**config.mk**
```make
export PLATFORM = sky130hd
export DESIGN_NAME = bulls_cows_game_ctrl_flat
export DESIGN_NICKNAME = d
export VERILOG_FILES = /design/src/rtl/bulls_cows_game_ctrl_pkg.sv /design/src/rtl/bulls_cows_game_ctrl_if.sv /design/src/rtl/bulls_cows_game_ctrl_scorer.sv /design/src/rtl/bulls_cows_game_ctrl.sv /design/src/flat_wrapper.sv
export SDC_FILE = /design/constraint.sdc
export NUM_CORES = 1
export LEC_CHECK = 0
export CELL_PAD_IN_SITES_DETAIL_PLACEMENT = 1
export CELL_PAD_IN_SITES_GLOBAL_PLACEMENT = 1
export CORE_ASPECT_RATIO = 1.4
export CORE_UTILIZATION = 43
export CTS_CLUSTER_DIAMETER = 200
export DETAILED_ROUTE_END_ITERATION = 8
export PLACE_DENSITY_LB_ADDON = 0.1
export SETUP_SLACK_MARGIN = 0.2
export SYNTH_ARGS = -nofsm -noshare
export SYNTH_HDL_FRONTEND = slang
export SYNTH_SLANG_ARGS = --single-unit
```
**constraint.sdc**
```tcl
create_clock -name clock -period 7.08 [get_ports clock]
set_input_delay 0.708 -clock clock [delete_from_list [all_inputs] [get_ports clock]]
set_output_delay 0.708 -clock clock [all_outputs]
set_load 0.02 [all_outputs]
```
**src/rtl/bulls_cows_game_ctrl_pkg.sv**
```systemverilog
// Shared types and constants for the Bulls and Cows game controller and its display stage.
package bulls_cows_pkg;

  localparam int unsigned DIGIT_W    = 4;
  localparam int unsigned NUM_DIGITS = 4;
  localparam int unsigned CODE_W     = DIGIT_W * NUM_DIGITS;
  localparam int unsigned COUNT_W    = 3;
  localparam int unsigned POINTS_W   = 8;
  localparam int unsigned WIN_BULLS  = 4;
  localparam int unsigned POINTS_MAX = 255;

  // Encoding consumed by the seven-segment/LED display stage.
  typedef enum logic [2:0] {
    J1_SETUP = 3'b000,
    J2_SETUP = 3'b001,
    J1_GUESS = 3'b010,
    J2_GUESS = 3'b011,
    END_GAME = 3'b111
  } game_state_t;

  typedef logic [DIGIT_W-1:0] digit_t;
  typedef digit_t [NUM_DIGITS-1:0] code_t;

  typedef enum logic [3:0] {
    S_J1_SETUP,
    S_J2_SETUP,
    S_J1_GUESS,
    S_J1_SCORE,
    S_J1_SHOW,
    S_J2_GUESS,
    S_J2_SCORE,
    S_J2_SHOW,
    S_END
  } ctrl_state_t;

endpackage

```
**src/rtl/bulls_cows_game_ctrl_if.sv**
```systemverilog
// Switch/confirm inputs and display-facing outputs of the game controller.
interface bulls_cows_game_ctrl_if;
  import bulls_cows_pkg::*;

  logic                confirm;
  logic [CODE_W-1:0]   SW;
  game_state_t         game_state;
  logic                guess_confirmed;
  logic [COUNT_W-1:0]  bull_count;
  logic [COUNT_W-1:0]  cow_count;
  logic [POINTS_W-1:0] J1_points;
  logic [POINTS_W-1:0] J2_points;
  logic                invalid_entry;

  modport master (
    output confirm, SW,
    input  game_state, guess_confirmed, bull_count, cow_count,
           J1_points, J2_points, invalid_entry
  );

  modport slave (
    input  confirm, SW,
    output game_state, guess_confirmed, bull_count, cow_count,
           J1_points, J2_points, invalid_entry
  );
endinterface

```
**src/rtl/bulls_cows_game_ctrl_scorer.sv**
```systemverilog
// Combinational guess scoring and entry validation (distinct digits).
// DECIMAL_DIGITS_EN additionally restricts every digit to 0..9.
module bulls_cows_scorer
  import bulls_cows_pkg::*;
(
  input  code_t              guess,
  input  code_t              secret,
  output logic [COUNT_W-1:0] bulls,
  output logic [COUNT_W-1:0] cows,
  output logic               entry_valid
);

  always_comb begin
    bulls       = '0;
    cows        = '0;
    entry_valid = 1'b1;
    for (int i = 0; i < int'(NUM_DIGITS); i++) begin
      for (int j = 0; j < int'(NUM_DIGITS); j++) begin
        if (guess[i] == secret[j]) begin
          if (i == j) bulls = bulls + COUNT_W'(1);
          else        cows  = cows + COUNT_W'(1);
        end
        if ((j > i) && (guess[i] == guess[j])) entry_valid = 1'b0;
      end
`ifdef DECIMAL_DIGITS_EN
      if (guess[i] > DIGIT_W'(9)) entry_valid = 1'b0;
`endif
    end
  end

endmodule

```
**src/rtl/bulls_cows_game_ctrl.sv**
```systemverilog
// Two-player Bulls and Cows controller: secret capture, alternating turns, scoring, match points.
// DECIMAL_DIGITS_EN (scorer) limits accepted digits to 0..9.
module bulls_cows_game_ctrl
  import bulls_cows_pkg::*;
#(
  parameter int unsigned RESULT_HOLD = 200_000_000
) (
  input  logic                 clock,
  input  logic                 reset,
  bulls_cows_game_ctrl_if.slave bus
);

  localparam int unsigned HOLD_W = (RESULT_HOLD > 1) ? $clog2(RESULT_HOLD) : 1;

  ctrl_state_t         state;
  game_state_t         game_state_q;
  logic                confirm_q;
  code_t               sw_q;
  code_t               secret1;
  code_t               secret2;
  code_t               guess_q;
  logic [HOLD_W-1:0]   hold_cnt;
  logic                guess_confirmed_q;
  logic [COUNT_W-1:0]  bull_q;
  logic [COUNT_W-1:0]  cow_q;
  logic [POINTS_W-1:0] j1_points_q;
  logic [POINTS_W-1:0] j2_points_q;
  logic                invalid_q;

  code_t               score_guess;
  code_t               score_secret;
  logic [COUNT_W-1:0]  bulls;
  logic [COUNT_W-1:0]  cows;
  logic                entry_valid;
  logic                is_win;

  // Scorer checks raw switches for validity, and the latched guess during scoring.
  always_comb begin
    score_guess  = ((state == S_J1_SCORE) || (state == S_J2_SCORE)) ? guess_q : sw_q;
    score_secret = ((state == S_J1_GUESS) || (state == S_J1_SCORE)) ? secret2 : secret1;
  end

  assign is_win = (bulls == COUNT_W'(WIN_BULLS));

  bulls_cows_scorer u_scorer (
    .guess       (score_guess),
    .secret      (score_secret),
    .bulls       (bulls),
    .cows        (cows),
    .entry_valid (entry_valid)
  );

  // Confirm and SW are registered together so the FSM sees a coherent entry.
  always_ff @(posedge clock or posedge reset) begin
    if (reset) begin
      state             <= S_J1_SETUP;
      game_state_q      <= J1_SETUP;
      confirm_q         <= 1'b0;
      sw_q              <= '0;
      secret1           <= '0;
      secret2           <= '0;
      guess_q           <= '0;
      hold_cnt          <= '0;
      guess_confirmed_q <= 1'b0;
      bull_q            <= '0;
      cow_q             <= '0;
      j1_points_q       <= '0;
      j2_points_q       <= '0;
      invalid_q         <= 1'b0;
    end else begin
      confirm_q <= bus.confirm;
      sw_q      <= code_t'(bus.SW);
      invalid_q <= 1'b0;
      case (state)
        S_J1_SETUP: if (confirm_q) begin
          if (entry_valid) begin
            secret1      <= sw_q;
            state        <= S_J2_SETUP;
            game_state_q <= J2_SETUP;
          end else begin
            invalid_q <= 1'b1;
          end
        end
        S_J2_SETUP: if (confirm_q) begin
          if (entry_valid) begin
            secret2      <= sw_q;
            state        <= S_J1_GUESS;
            game_state_q <= J1_GUESS;
          end else begin
            invalid_q <= 1'b1;
          end
        end
        S_J1_GUESS: if (confirm_q) begin
          if (entry_valid) begin
            guess_q <= sw_q;
            state   <= S_J1_SCORE;
          end else begin
            invalid_q <= 1'b1;
          end
        end
        S_J2_GUESS: if (confirm_q) begin
          if (entry_valid) begin
            guess_q <= sw_q;
            state   <= S_J2_SCORE;
          end else begin
            invalid_q <= 1'b1;
          end
        end
        S_J1_SCORE, S_J2_SCORE: begin
          bull_q <= bulls;
          if (is_win) begin
            cow_q        <= '0;
            state        <= S_END;
            game_state_q <= END_GAME;
            if (state == S_J1_SCORE) begin
              if (j1_points_q != POINTS_W'(POINTS_MAX)) j1_points_q <= j1_points_q + POINTS_W'(1);
            end else begin
              if (j2_points_q != POINTS_W'(POINTS_MAX)) j2_points_q <= j2_points_q + POINTS_W'(1);
            end
          end else begin
            cow_q             <= cows;
            guess_confirmed_q <= 1'b1;
            hold_cnt          <= HOLD_W'(RESULT_HOLD - 1);
            state             <= (state == S_J1_SCORE) ? S_J1_SHOW : S_J2_SHOW;
          end
        end
        // Result stays on display; confirms are ignored until the hold expires.
        S_J1_SHOW, S_J2_SHOW: begin
          if (hold_cnt == '0) begin
            guess_confirmed_q <= 1'b0;
            bull_q            <= '0;
            cow_q             <= '0;
            if (state == S_J1_SHOW) begin
              state        <= S_J2_GUESS;
              game_state_q <= J2_GUESS;
            end else begin
              state        <= S_J1_GUESS;
              game_state_q <= J1_GUESS;
            end
          end else begin
            hold_cnt <= hold_cnt - HOLD_W'(1);
          end
        end
        S_END: if (confirm_q) begin
          secret1      <= '0;
          secret2      <= '0;
          guess_q      <= '0;
          bull_q       <= '0;
          cow_q        <= '0;
          state        <= S_J1_SETUP;
          game_state_q <= J1_SETUP;
        end
        default: begin
          state        <= S_J1_SETUP;
          game_state_q <= J1_SETUP;
        end
      endcase
    end
  end

  assign bus.game_state      = game_state_q;
  assign bus.guess_confirmed = guess_confirmed_q;
  assign bus.bull_count      = bull_q;
  assign bus.cow_count       = cow_q;
  assign bus.J1_points       = j1_points_q;
  assign bus.J2_points       = j2_points_q;
  assign bus.invalid_entry   = invalid_q;

endmodule

```
**src/flat_wrapper.sv**
```systemverilog
// flat-port wrapper written by rule: the top's interface ports become plain ports
module bulls_cows_game_ctrl_flat import bulls_cows_pkg::*;
#(
  parameter int unsigned RESULT_HOLD = 200_000_000
)
  (clock, reset, bus_confirm, bus_SW, bus_game_state, bus_guess_confirmed, bus_bull_count, bus_cow_count, bus_J1_points, bus_J2_points, bus_invalid_entry);
  bulls_cows_game_ctrl_if bus_i ();
  input  logic clock;
  input  logic reset;
  input wire logic [$bits(bus_i.confirm)-1:0] bus_confirm;
  input wire logic [$bits(bus_i.SW)-1:0] bus_SW;
  output wire logic [$bits(bus_i.game_state)-1:0] bus_game_state;
  output wire logic [$bits(bus_i.guess_confirmed)-1:0] bus_guess_confirmed;
  output wire logic [$bits(bus_i.bull_count)-1:0] bus_bull_count;
  output wire logic [$bits(bus_i.cow_count)-1:0] bus_cow_count;
  output wire logic [$bits(bus_i.J1_points)-1:0] bus_J1_points;
  output wire logic [$bits(bus_i.J2_points)-1:0] bus_J2_points;
  output wire logic [$bits(bus_i.invalid_entry)-1:0] bus_invalid_entry;
  assign bus_i.confirm = bus_confirm;
  assign bus_i.SW = bus_SW;
  assign bus_game_state = bus_i.game_state;
  assign bus_guess_confirmed = bus_i.guess_confirmed;
  assign bus_bull_count = bus_i.bull_count;
  assign bus_cow_count = bus_i.cow_count;
  assign bus_J1_points = bus_i.J1_points;
  assign bus_J2_points = bus_i.J2_points;
  assign bus_invalid_entry = bus_i.invalid_entry;
  bulls_cows_game_ctrl #(.RESULT_HOLD(RESULT_HOLD)) u_core (.clock(clock), .reset(reset), .bus(bus_i));
endmodule
```
# Yosys cells after proc, flatten, opt, wreduce, memory -nomap -nowiden
# Index checks and enable logic that the tools add are counted.
# word_totals
reg_bits	124
elab_cells	182
output_inout_bits	27
# op_classes
reduce_logical	23
eq_ne	48
n_mux	66
bitwise_logic	2
addsub	17
# op_table
op	n
case mux 16 bit (2 select lines)	3
equality test 4 bit	22
two-way mux 16 bit	5
two-way mux 3 bit	23
two-way mux 28 bit	2
case mux 28 bit (2 select lines)	1
two-way mux 4 bit	11
adder 3 x 1 -> 3 bit, second input constant	13
logical NOT 28 bit	1
case mux 4 bit (7 select lines)	1
subtractor 28 x 1 -> 28 bit, second input constant	1
!= test 2 x 1 -> 1 bit, second input constant	13
AND reduction 4 bit	5
case mux 3 bit (3 select lines)	2
case mux 3 bit (6 select lines)	1
adder 8 x 1 -> 8 bit, second input constant	2
equality test 4 x 3 -> 1 bit, second input constant	4
!= test 8 bit, second input constant	2
two-way mux 1 bit	14
AND reduction 10 bit	1
AND reduction 3 bit	3
equality test 4 x 2 -> 1 bit, second input constant	2
AND reduction 8 bit	1
nonzero test 2 bit	4
13 further kinds	19

# Depth between registers and ports, before layout
# Gate-level depths: netlist of the first run.
# depth
ltp_word	29
depth_mapped	39

# Hierarchy
# A second synthesis of the first run with hierarchy kept.
# unflattened
cells_unflattened	820
hier_area_um2	7920.1
# by_module_without_submodules
mod	cells_per_inst	instances	area_each_um2	seq_area_each_um2
bulls_cows_game_ctrl	564	1	5866.9	3103.0
bulls_cows_scorer	256	1	2053.2	0.0

# Worst setup path after synthesis of the first run
# No wires, ideal clock.
# synth_path
kind	register -> register
startpoint	register u_core.state[2]
endpoint	register u_core.cow_q[2], in the netlist u_core.bus.cow_count[2]
t_arrival_ns	7.133
path_buffers	3
setup_ns	0.130
setup_slack_ns	-0.182
path_stages_with_launch	38
synth_period_minus_slack_ns	7.262
path_cell_list	dfrtp_1 > buf_6 > nor3b_4 > buf_6 > buf_6 > mux2i_1 > xnor2_1 > and4_1 > ha_1 > nand2b_1 > a211o_1 > a21oi_1 > a21oi_1 > inv_1 > ha_1 > xnor2_1 > o221ai_1 > ha_1 > [... 2 more ...] > a211oi_1 > xnor2_1 > nor2_1 > nor2_1 > ha_1 > xor3_1 > a32oi_1 > o21ai_1 > ha_1 > mux2_2 > ha_1 > nand2_1 > xor2_1 > xnor2_1 > xnor2_1 > xnor2_1 > xnor2_1 > o21ai_1
# synth_between
elab_chain_cells	29
# synth_lines
element	line	text
start: declaration	bulls_cows_game_ctrl.sv:15	ctrl_state_t state;
start signal: assignment	bulls_cows_game_ctrl.sv:124	state <= (state == S_J1_SCORE) ? S_J1_SHOW : S_J2_SHOW;
equality test 4 x 2 -> 1 bit, or another cell as far along	bulls_cows_game_ctrl.sv:39, bulls_cows_game_ctrl.sv:40, bulls_cows_game_ctrl.sv:74	
logical OR 1 bit, on equally long branches	bulls_cows_game_ctrl.sv:39, bulls_cows_game_ctrl.sv:40	
two-way mux 16 bit, on equally long branches	bulls_cows_game_ctrl.sv:39, bulls_cows_game_ctrl.sv:40	
equality test 4 bit	bulls_cows_game_ctrl_scorer.sv:19	if (guess[i] == secret[j]) begin
two-way mux 1 bit	bulls_cows_game_ctrl_scorer.sv:19	
adder 3 x 1 -> 3 bit	bulls_cows_game_ctrl_scorer.sv:21	else cows = cows + COUNT_W'(1);
two-way mux 3 bit	bulls_cows_game_ctrl_scorer.sv:19	
adder 3 x 1 -> 3 bit	bulls_cows_game_ctrl_scorer.sv:21	
[... 13 more ...]	--	
adder 3 x 1 -> 3 bit	bulls_cows_game_ctrl_scorer.sv:21	
two-way mux 3 bit	bulls_cows_game_ctrl_scorer.sv:19	
adder 3 x 1 -> 3 bit	bulls_cows_game_ctrl_scorer.sv:21	
two-way mux 3 bit	bulls_cows_game_ctrl_scorer.sv:19	
adder 3 x 1 -> 3 bit	bulls_cows_game_ctrl_scorer.sv:21	
two-way mux 3 bit	bulls_cows_game_ctrl_scorer.sv:19	
two-way mux 3 bit	bulls_cows_game_ctrl.sv:111	if (is_win) begin
case mux 3 bit (3 select lines)	bulls_cows_game_ctrl.sv:74	case (state)
end signal: assignment	bulls_cows_game_ctrl.sv:121	cow_q <= cows;
end: declaration	bulls_cows_game_ctrl.sv:25	logic [COUNT_W-1:0] cow_q;
# Parallel ways exist; a longest one is shown, timed or not.
# A chain may end at the register's enable or synchronous reset.

# Worst setup path in the final report of the first run
# Ends and elaborated chain as after synthesis.

==> results of run 1 <==
-- metrics by stage --
stage                     cells  setup TNS [ns]  area [µm²]  hold slack, ns  setup WS, ns
after floorplan             809               0        8160           0.444         0.321
after global placement     1097               0        9020           0.469        0.0343
after detailed placement   1097          -0.252        9020           0.474        -0.252
after CTS                  1149               0       10000           0.492        0.0973
after global routing       1159          -0.374       10200           0.509        -0.374
final                      1159         -0.0930       10200           0.484       -0.0930
-- registers in the layout, summed over array words and instances, names as in the netlist --
name and cells:
u_core.bus.game_state 3, u_core.bus.cow_count 3, u_core.bus.guess_confirmed 1, u_core.bus.invalid_entry 1
u_core.sw_q 16, u_core.bus.bull_count 3, u_core.secret1 16, u_core.guess_q 16
u_core.secret2 16, u_core.confirm_q 1, u_core.bus.J2_points 8, u_core.hold_cnt 28
u_core.state 4, u_core.bus.J1_points 8
-- cell usage in the layout, fill, tap and decap left out, drive strengths merged, types with 34 or more instances in the layout --
cell and instances:
dfrtp 124, xnor2 98, buf 72, nand2 66, mux2 50, o21ai 49, nor2 46, clkdlybuf4s50 45
nand3 35, xor2 34
-- worst max path at each step --
stage | slack (ns) | startpoint | depth (start not counted) | end
3_3_place_gp | 0.03 | u_core.state[2] | 32 | u_core.bus.cow_count[2]
6_report | -0.09 | u_core.state[2] | 34 | u_core.bus.cow_count[2]
4_1_cts | 0.1 | u_core.state[2] | 36 | u_core.bus.cow_count[2]
2_1_floorplan | 0.32 | u_core.state[2] | 38 | u_core.bus.cow_count[2]
3_5_place_dp | -0.25 | u_core.state[2] | 30 | u_core.bus.cow_count[2]
5_1_grt | -0.37 | u_core.state[2] | 36 | u_core.bus.cow_count[2]
-- kinds of logic (layout without fill, tap and decap cells) --
logic type,after synthesis,in the layout,share of synthesized area (%)
flops,124,124,38.6
buf+inv,57,167,3.29
mux,71,71,9.97
compound gates,113,113,8.97
xor+xnor,136,136,16.4
fa+ha+maj,18,18,2.80
simple gates,290,290,19.9
-- metal layers --
metal  track usage [%]  routed length (µm)
met1              28.1                9590
met3              3.96                 575
met5                 0                   0
met4              15.2                 971
met2              48.9               13100
-- repair_timing --
action | CTS | global route
pin swaps | 27 | 26
gates cloned | 0 | 0
endpoints found under the hold margin | 0 | 0
buffers inserted | 20 | 10
endpoints found under the setup margin | 1 | 2
resized for setup | 51 | 19
-- area by class of cell --
| class | instances | area (µm²) | share of cell area (%) |
|---|---|---|---|
| inverter | 18 | 72.6 | 0.714 |
| clock inverter | 12 | 134 | 1.32 |
| sequential | 124 | 3110 | 30.6 |
| tap | 240 | 300 | 2.96 |
| multi-input combinational | 628 | 5050 | 49.7 |
| timing repair buffer | 117 | 1030 | 10.2 |
| clock buffer | 20 | 467 | 4.59 |
-- critical path, delay by kind of cell, from the launching register on --
kind	cells	cell delay, ns
and+or+nand+nor	8	1.77
muxes	2	0.60
AOI/OAI and AO/OA	9	1.32
xor gates and xnor gates	7	1.16
buffers and inverters	3	0.32
adders and majority gates	5	1.40
DFF	1	0.47
==> impl_metrics.py, run 1 <==
metrics = {
    "setup_path": {
        "cpMaxStageDelayCell": "or4b_4",
        "r2r_cells": 34,
        "cp-end-kind": "register",
        "timing.rr.start": "u_core.state[2]",
        "rrSetupSlack_ns": -0.09,
        "cpPeakStageDelay_ns": 0.64,
        "crit_type": "reg2reg",
        "worst-path-max-fanout": 5,
        "r2r_end": "u_core.bus.cow_count[2]",
        "crit_path_frequent_cell": "xnor2_1",
        "required_ns": 7.38,
        "arrival_ns": 7.47,
        "startpoint_type": "register",
    },
    "timing": {
        "clock.fmax_ghz": 0.139,
        "tightest_slew_ns": 1.08,
        "slew_viol_final": 0,
        "final-setup-viol-count": 1,
        "fin_ws_ns": -0.0930,
        "hold_viol": 0,
        "finalClockSkew_ns": 0.00969,
        "relSlewSlack_pct": 28.0,
        "fin_crit_ns": 7.17,
        "rsz0062_at_grt": "yes",
        "min_period_over_period_pct": 101,
    },
    "placed_design": {
        "io_buffers": 45,
        "place_congestion": 0.888,
        "hpwlAfterDp_um": 17200,
    },
    "finish": {
        "diodes": 0,
        "synthToLayoutAreaGrowth_pct": 26.5,
        "final_core_util_pct": 56.0,
        "layout.nets": 943,
        "layout-drive-gt1-share_pct": 25.9,
        "fill_cells": 1991,
    },
    "floorplanning": {
        "die_w_um": 118,
        "dieArea_um2": 19200,
        "ios": 46,
        "dieHeight_um": 164,
        "fp-row-count": 58,
        "core-area_um2": 18100,
        "initial_core_util_pct": 44.3,
    },
    "min_path": {
        "hold_start": "u_core.bus.game_state[1]",
        "worstHoldPathType": "reg2reg",
        "holdPathEnd": "u_core.bus.game_state[1]",
        "min_path_cells": 1,
    },
    "synth": {
        "yosysWarnings": 0,
        "synth_area_um2": 8030,
        "synth-seq-area-share_pct": 38.6,
        "ys_top_cells_by_area": "dfrtp_1 39%, xnor2_1 10%, mux2_2 6.9%",
        "async_flop_share_pct": 100,
        "synth_edf_count": 0,
        "synth_flop_cell": "dfrtp_1",
        "synth_commonest_cells": "124 x dfrtp_1, 93 x xnor2_1, 65 x nand2_1",
        "syn_inst": 809,
        "synthMostInstantiatedCell": "dfrtp_1",
        "synth_fp_nets": 846,
        "synth_top_cell_by_area": "dfrtp_1",
        "avgSynthCellArea_um2": 9.93,
        "synth_cell_type_count": 78,
        "synth.top_cell.area_share_pct": 38.6,
        "ys_ff_latch": 124,
    },
    "outcome": {
        "status": "complete, but fails checks",
        "violations": "negative setup slack",
    },
    "clock_network": {
        "cts_buffer_depth": 2,
        "path_clk_slew_ns": 0.06,
        "cts_tree": "done",
        "clock_sinks": 124,
        "clk_latency_ns": 0.43,
        "cts-buffers-inserted": 17,
        "cts-root-buf": "clkbuf_16",
        "htree_levels": 4,
        "postCtsHoldBufs": 0,
    },
    "drt": {
        "wl_per_cell_um": 20.9,
        "viasPerCell": 5.65,
        "vias": 6545,
        "wl_um": 24200,
        "drc": 0,
        "drt_iter0_markers": 234,
        "ant_nets": 0,
        "drt_first_pass_iters": 4,
    },
    "global_route": {
        "grt_max_degree": 64,
        "grt_pass1_vias": 7296,
        "grt.total_usage_pct": 26.2,
        "grt_pass1_wl_um": 38800,
        "antenna_found_initial": 0,
        "grt-ovfl-total": 0,
    },
    "job": {
        "max_cap_violations": 0,
    },
}
Power of run 1 is left out: the tool's default activity adds up to more than one toggle a clock period on the data nets, which glitch-free logic cannot reach.
==> inputs of run 2 (changes only) <==
--- a/config.mk
+++ b/config.mk
@@ -8,11 +8,13 @@
 export CELL_PAD_IN_SITES_DETAIL_PLACEMENT = 1
 export CELL_PAD_IN_SITES_GLOBAL_PLACEMENT = 1
 export CORE_ASPECT_RATIO = 1.4
-export CORE_UTILIZATION = 43
+export CORE_UTILIZATION = 44
 export CTS_CLUSTER_DIAMETER = 200
+export CTS_CLUSTER_SIZE = 40
 export DETAILED_ROUTE_END_ITERATION = 8
 export PLACE_DENSITY_LB_ADDON = 0.1
 export SETUP_SLACK_MARGIN = 0.2
+export SLEW_MARGIN = 20
 export SYNTH_ARGS = -nofsm -noshare
 export SYNTH_HDL_FRONTEND = slang
 export SYNTH_SLANG_ARGS = --single-unit
==> constraint.sdc (replaced) <==
create_clock -name clock -period 7.3 [get_ports clock]
set_input_delay 0.73 -clock clock [delete_from_list [all_inputs] [get_ports clock]]
set_output_delay 0.73 -clock clock [all_outputs]
set_load 0.02 [all_outputs]
==> run 2 against run 1 <==
  * The flow now finishes without violations
  * Die area down 2.2%
  * Global-route usage up 1.6 points
  * Cell count up 1.2%
  * Worst hold slack worse by 0.0021 ns
  * Fmax down 0.85%
  * Clock skew down 0.0035 ns
  * Via count up 0.58%
  * Critical path type unchanged
  * Critical endpoint unchanged
==> impl_metrics.py, run 2 (same netlist as run 1, synthesis figures left out) <==
metrics = {
    "setup_path": {
        "required_ns": 7.59,
        "cpMaxStageDelayCell": "dfrtp_1",
        "startpoint_type": "register",
        "r2r_end": "u_core.bus.cow_count[2]",
        "cp-end-kind": "register",
        "worst-path-max-fanout": 5,
        "crit_path_frequent_cell": "xnor2_1",
        "rrSetupSlack_ns": 0.07,
        "cpPeakStageDelay_ns": 0.43,
        "arrival_ns": 7.52,
        "timing.rr.start": "u_core.state[2]",
        "r2r_cells": 39,
        "crit_type": "reg2reg",
    },
    "outcome": {
        "status": "finished, final reports clean",
    },
    "min_path": {
        "hold_start": "u_core.bus.guess_confirmed",
        "min_path_cells": 2,
        "worstHoldPathType": "reg2reg",
        "holdPathEnd": "u_core.bus.guess_confirmed",
    },
    "finish": {
        "fill_cells": 1953,
        "diodes": 0,
        "layout_common_cells": "123 x dfrtp_1, 90 x xnor2_1, 72 x buf_4",
        "layout.nets": 957,
        "largest_reg_flops": 28,
        "mostFrequentLayoutCell": "dfrtp_1",
        "regMostFlops": "u_core.hold_cnt",
        "multiInputGateArea_um2": 5070,
        "layout.area.seq_um2": 3100,
        "synthToLayoutAreaGrowth_pct": 28.7,
        "layout-drive-gt1-share_pct": 27.0,
    },
    "drt": {
        "ant_nets": 0,
        "wl_um": 25000,
        "vias": 6583,
        "drt_first_pass_iters": 4,
        "drc": 0,
        "wl_per_cell_um": 21.3,
        "drt_iter0_markers": 313,
        "viasPerCell": 5.61,
    },
    "clock_network": {
        "cts-buffers-inserted": 17,
        "cts_tree": "done",
        "clock_sinks": 124,
        "htree_levels": 4,
        "clk_latency_ns": 0.42,
        "cts_buffer_depth": 2,
        "cts-root-buf": "clkbuf_16",
        "path_clk_slew_ns": 0.06,
    },
    "timing": {
        "hold_viol": 0,
        "final-setup-viol-count": 0,
        "fin_crit_ns": 7.23,
        "tightest_slew_ns": 1.32,
        "finalClockSkew_ns": 0.00620,
        "final.setup.tns_ns": 0,
        "fin_ws_ns": 0.0656,
        "clock.fmax_ghz": 0.138,
        "slew_viol_final": 0,
        "relSlewSlack_pct": 10.6,
        "min_period_over_period_pct": 99.1,
        "rsz0062_at_grt": "yes",
    },
    "global_route": {
        "grt_pass1_wl_um": 39300,
        "grt-ovfl-total": 0,
        "grt_pass1_vias": 7400,
        "grt.total_usage_pct": 27.8,
        "antenna_found_initial": 0,
        "grt_max_degree": 72,
    },
    "floorplanning": {
        "dieArea_um2": 18800,
        "initial_core_util_pct": 44.8,
        "ios": 46,
        "dieHeight_um": 162,
        "fp-row-count": 58,
        "die_w_um": 116,
        "core-area_um2": 17900,
    },
    "placed_design": {
        "pre_cts_slack_ns": -0.214,
        "io_buffers": 45,
        "place_congestion": 0.940,
        "hpwlAfterDp_um": 17100,
    },
    "job": {
        "max_cap_violations": 0,
    },
}
-- run 2: cell types whose count changed in the layout (fill, tap and decap cells not counted), moves of 3 or more --
| cell | before | now |
|---|---|---|
| buf_4 | 64 | 72 |
| buf_6 | 6 | 10 |
| nand3_1 | 35 | 32 |
| nand3_2 | 0 | 3 |
| o21ai_1 | 6 | 9 |
-- run 2: worst max-delay path, delay by kind of cell (launching register included) --
kind                     cells  cell delay [ns]
buffers and inverters       12             1.47
XOR/XNOR                     8             1.29
adder cells (fa/ha/maj)      5             1.19
AND/OR/NAND/NOR              5             0.79
multiplexers                 2             0.61
AO/OA/AOI/OAI                7             1.27
flip-flops                   1             0.43
-- run 2: worst max-delay path by stage --
stage	from	to	slack, ns	depth (start not counted)
after floorplan	u_core.state[2]	u_core.bus.cow_count[2]	0.21	36
after global placement	u_core.state[2]	u_core.bus.cow_count[2]	0.06	36
after detailed placement	u_core.state[2]	u_core.bus.cow_count[2]	-0.21	36
after CTS	u_core.state[3]	u_core.bus.cow_count[2]	0.20	35
after global routing	u_core.state[2]	u_core.bus.cow_count[2]	-0.33	39
final	u_core.state[2]	u_core.bus.cow_count[2]	0.07	39
-- run 2: layout make-up --
type	count	share of cell area [%]
Multi-Input combinational cell	628	49.1
Clock buffer	19	4.28
Inverter	18	0.678
Timing Repair Buffer	131	11.5
Tap cell	240	2.90
Clock inverter	13	1.60
Sequential cell	124	30.0
-- run 2: per-layer routing --
layer | vias up | wire (µm) | GRT usage, % | part of all wire (%)
met1 | 3333 | 9920 | 30.5 | 40
met5 | - | 0 | 0 | 0
met3 | 64 | 531 | 3.88 | 2.1
met2 | 125 | 13500 | 50.2 | 54
li1 | 3061 | - | - | -
met4 | 0 | 1070 | 16.5 | 4.3
-- run 2: what timing repair did --
action / 4_1_cts / 5_1_grt
pin swaps: 29 / 26
gates resized for setup: 47 / 36
endpoints found under the setup margin: 1 / 2
hold buffers: 0 / 0
cloned: 0 / 1
buffers inserted: 24 / 11
-- run 2: stage by stage --
stage | cells | cell area (µm²) | utilization (%) | hold WS [ns]
detailed placement | 1105 | 9060 | 50.5 | 0.468
floorplan | 809 | 8120 | - | 0.444
CTS | 1161 | 10100 | 56.1 | 0.487
global placement | 1105 | 9060 | 50.5 | 0.470
finish | 1173 | 10300 | 57.7 | 0.482
global route | 1173 | 10300 | 57.7 | 0.499
Power of run 2 is left out for the same reason.
